--- src/rtl/phy_rx_serial_paralelo.sv ---
// Receive-side serial-to-parallel converter for one PHY lane: comma hunt,
// byte alignment, link qualification after a run of commas, byte delivery.
module phy_rx_serial_paralelo #(
    parameter logic [7:0]  COMMA        = 8'hBC,
    parameter int unsigned BC_THRESHOLD = 4
) (
    input  logic       clk_32f,
    input  logic       reset,
    input  logic       serial_in,
    output logic [7:0] data_out,
    output logic       valid_out,
    output logic       byte_strobe,
    output logic       active,
    output logic       aligned
);

    typedef enum logic [1:0] {
        SEARCH,
        ALIGNED,
        ACTIVE
    } state_t;

    localparam logic [3:0] THRESH = 4'(BC_THRESHOLD);

    state_t     state;
    logic [7:0] shift_reg;
    logic [7:0] shift_nxt;
    logic [2:0] bit_cnt;
    logic [3:0] bc_count;
    logic [3:0] bc_inc;

    always_comb begin
        shift_nxt = {shift_reg[6:0], serial_in};
        bc_inc    = bc_count + 4'd1;
    end

    always_ff @(posedge clk_32f or posedge reset) begin
        if (reset) begin
            state       <= SEARCH;
            shift_reg   <= '0;
            bit_cnt     <= '0;
            bc_count    <= '0;
            data_out    <= '0;
            valid_out   <= 1'b0;
            byte_strobe <= 1'b0;
            active      <= 1'b0;
            aligned     <= 1'b0;
        end else begin
            shift_reg   <= shift_nxt;
            byte_strobe <= 1'b0;
            case (state)
                SEARCH: begin
                    if (shift_nxt == COMMA) begin
                        bit_cnt  <= '0;
                        bc_count <= 4'd1;
                        aligned  <= 1'b1;
                        if (THRESH == 4'd1) begin
                            state  <= ACTIVE;
                            active <= 1'b1;
                        end else begin
                            state <= ALIGNED;
                        end
                    end
                end
                ALIGNED: begin
                    bit_cnt <= bit_cnt + 3'd1;
                    if (bit_cnt == 3'd7) begin
                        byte_strobe <= 1'b1;
                        if (shift_nxt == COMMA) begin
                            bc_count <= bc_inc;
                            if (bc_inc == THRESH) begin
                                state  <= ACTIVE;
                                active <= 1'b1;
                            end
                        end else begin
                            // Comma seen in SEARCH was not a real byte boundary.
                            state    <= SEARCH;
                            bc_count <= '0;
                            aligned  <= 1'b0;
                        end
                    end
                end
                ACTIVE: begin
                    bit_cnt <= bit_cnt + 3'd1;
                    if (bit_cnt == 3'd7) begin
                        byte_strobe <= 1'b1;
                        if (shift_nxt != COMMA) begin
                            data_out  <= shift_nxt;
                            valid_out <= 1'b1;
                        end else begin
                            valid_out <= 1'b0;
                        end
                    end
                end
                default: state <= SEARCH;
            endcase
        end
    end

endmodule

--- config.mk ---
export PLATFORM = sky130hd
export DESIGN_NAME = phy_rx_serial_paralelo
export DESIGN_NICKNAME = d
export VERILOG_FILES = /design/src/rtl/phy_rx_serial_paralelo.sv
export SDC_FILE = /design/constraint.sdc
export NUM_CORES = 1
export LEC_CHECK = 0
export CAP_MARGIN = 20
export CELL_PAD_IN_SITES_DETAIL_PLACEMENT = 0
export CELL_PAD_IN_SITES_GLOBAL_PLACEMENT = 1
export CORE_MARGIN = 10
export CORE_UTILIZATION = 45
export CTS_CLUSTER_SIZE = 40
export DETAILED_ROUTE_END_ITERATION = 8
export PLACE_DENSITY = 0.82
export SYNTH_ARGS = -nofsm -noshare
export SYNTH_HDL_FRONTEND = slang
export SYNTH_SLANG_ARGS = --single-unit
--- constraint.sdc ---
create_clock -name clk_32f -period 5.8 [get_ports clk_32f]
set_clock_uncertainty 0.15 [all_clocks]
set_input_delay 0.87 -clock clk_32f [delete_from_list [all_inputs] [get_ports clk_32f]]
set_output_delay 0.87 -clock clk_32f [all_outputs]
set_load 0.01 [all_outputs]
==> flow_summary.json <==
{
  "hold_viol": 0,
  "yosys.area.top_type_share_pct": 54.6,
  "drv_cap": 0,
  "cp.required_ns": 5.87,
  "hold_class": "reg2reg",
  "drtAntennaViolNets": 0,
  "clockBufferDepth": 2,
  "cts_tree": "built",
  "synth_nets": 122,
  "first_iter_violations": 21,
  "period_share_pct": 48.2,
  "clkLatencyLatePin_ns": 0.31,
  "crit_path_max_fanout": 10,
  "die_y_um": 73.4,
  "start_util_pct": 47.0,
  "cts.sinks": 28,
  "antenna_found_initial": 0,
  "die_x_um": 73.4,
  "rsz0062_at_grt": "no",
  "grt_usage_pct": 9.96,
  "setup_tns_ns": 0,
  "largest_reg_flops": 8,
  "ys_seq_area_share_pct": 54.6,
  "coreArea_um2": 2730,
  "grt_first_pass_wirelength_um": 4370,
  "grt_max_degree": 29,
  "cts_buffers": 3,
  "gp_congestion": 0.902,
  "path_cells": "clkdlybuf4s50_1 -> or4b_4 -> or2_1 -> o31ai_1 -> a21oi_1 -> a31o_1",
  "ys_warn_count": 0,
  "slew-limit-headroom_pct": 54.6,
  "async_flop_share_pct": 100,
  "htreeDepth": 1,
  "fin_area_um2": 1500,
  "synth_cell_types": 33,
  "p_leak_nw": 0.708,
  "placed_area_um2": 1450,
  "synthToLayoutAreaGrowth_pct": 16.7,
  "io_pins": 15,
  "power_uw": 315,
  "synth_edf_count": 0,
  "cpPeakStageDelay_ns": 0.53,
  "cp_num_buf_inv": 1,
  "cp-start-kind": "primary input",
  "dieArea_um2": 5390,
  "portBuffers": 14,
  "drtPass1Iterations": 4,
  "post_synth.cell_area_avg_um2": 11.6,
  "drive_gt1_share_pct": 11.8,
  "first_global_vias": 935,
  "tightest_slew_ns": 0.679,
  "cts.hold.buffers_added": 0,
  "fin_crit_ns": 2.80,
  "row_count": 19,
  "p_per_area_nw_per_um2": 210,
  "wl_per_cell_um": 15.5,
  "cts_resized": 0,
  "mostFrequentLayoutCells": "dfrtp_1 (28), clkdlybuf4s50_1 (14), inv_1 (9), mux2_2 (9), ha_1 (8)",
  "finalSetupViolCount": 0,
  "holdWs_ns": 0.279,
  "status": "finished clean",
  "yosys_most_used_dff": "dfrtp_1",
  "vias": 892,
  "synthCells": 111,
  "max_freq_mhz": 357,
  "cp_data_arrival_time_ns": 2.87,
  "wirelength_um": 2450,
  "clk_pin_slew_worst_paths_ns": 0.14,
  "cts_root_buffer": "clkbuf_4",
  "final_common_cell": "dfrtp_1",
  "yosysTopAreaCell": "dfrtp_1",
  "n_antenna_cell": 0,
  "hpwl_um": 1860,
  "critPathTopFamily": "simple AND/OR/NAND/NOR gates",
  "crit_path_end_kind": "flip-flop",
  "cpMaxStageDelayCell": "or4b_4",
  "netlist_top_cells_area": "dfrtp_1 (55%), mux2_2 (7.9%), ha_1 (7.8%), o21ai_0 (2.7%), inv_1 (2.6%)",
  "ys_ff_latch": 28,
  "layout.nets": 140,
  "drc": 0,
  "avgViaCountPerCell": 5.65,
  "netlist_area_um2": 1280,
  "finalMaxSlewViolations": 0,
  "grt-ovfl-total": 0,
  "postCtsSetupBuffers": 0,
  "critPathKind": "in2reg",
  "max-vdd-ir-drop_uv": 137
}
[cells in the mapped netlist (all sizes together), types with 2 or more instances]
library cell	instances
a211oi	2
a21o	3
a21oi	6
dfrtp	28
ha	8
inv	9
mux2	9
nand2	4
nand2b	2
nand3	6
nor2	6
nor2b	2
o21ai	8
[stage by stage]
stage | utilization, % | worst slack (ns) | instances
3_3_place_gp | 53.0 | 2.70 | 154
2_1_floorplan | - | 3.31 | 111
5_1_grt | 54.8 | 2.97 | 158
4_1_cts | 53.8 | 3.06 | 157
3_5_place_dp | 53.0 | 2.71 | 154
6_report | 54.8 | 3.00 | 158
[cells by family after synthesis]
kind of cell               share of synthesized area (%)
AOI/OAI and AO/OA                                   15.2
DFF                                                 54.6
and+or+nand+nor                                     10.7
buffers and inverters                               3.80
muxes                                               7.89
adders and majority gates                           7.80
[cell type report]
type / count / area [um2]
fillers: 243 / 1240
flip-flops and latches: 28 / 701
multi-input cells: 72 / 534
repair buffers: 15 / 168
well taps: 31 / 38.8
inverters: 9 / 33.8
clock buffers: 3 / 22.5
[where the power goes]
group | internal, mW | total (mW) | switching (mW) | leakage [nW]
Clock | 0.0243 | 0.0754 | 0.0512 | 0.0138
Combinational | 0.0127 | 0.0333 | 0.0206 | 0.332
Sequential | 0.201 | 0.206 | 0.00465 | 0.362
Total | 0.238 | 0.315 | 0.0764 | 0.708
[final timing paths]
check,startpoint,to,slack [ns],cells after the start
worst min register to register,shift_reg[1],shift_reg[2],0.28,0
worst max-delay path,serial_in,bc_count[2],3.00,6
max in group asynchronous,reset,shift_reg[1],4.33,3
min in group asynchronous,reset,bc_count[2],0.71,2
worst min-delay path,shift_reg[1],shift_reg[2],0.28,0
worst max register to register,shift_reg[5],bc_count[2],3.55,5
[layer usage]
metal / GRT usage, % / share of wire, % / vias up
met5: 0 / 0 / -
met4: 3.11 / 0.78 / 0
met3: 3.63 / 5.7 / 2
met2: 16.0 / 50 / 14
met1: 12.1 / 44 / 445
li1: - / - / 431
Note: power is estimated with default switching activity, not from simulation.
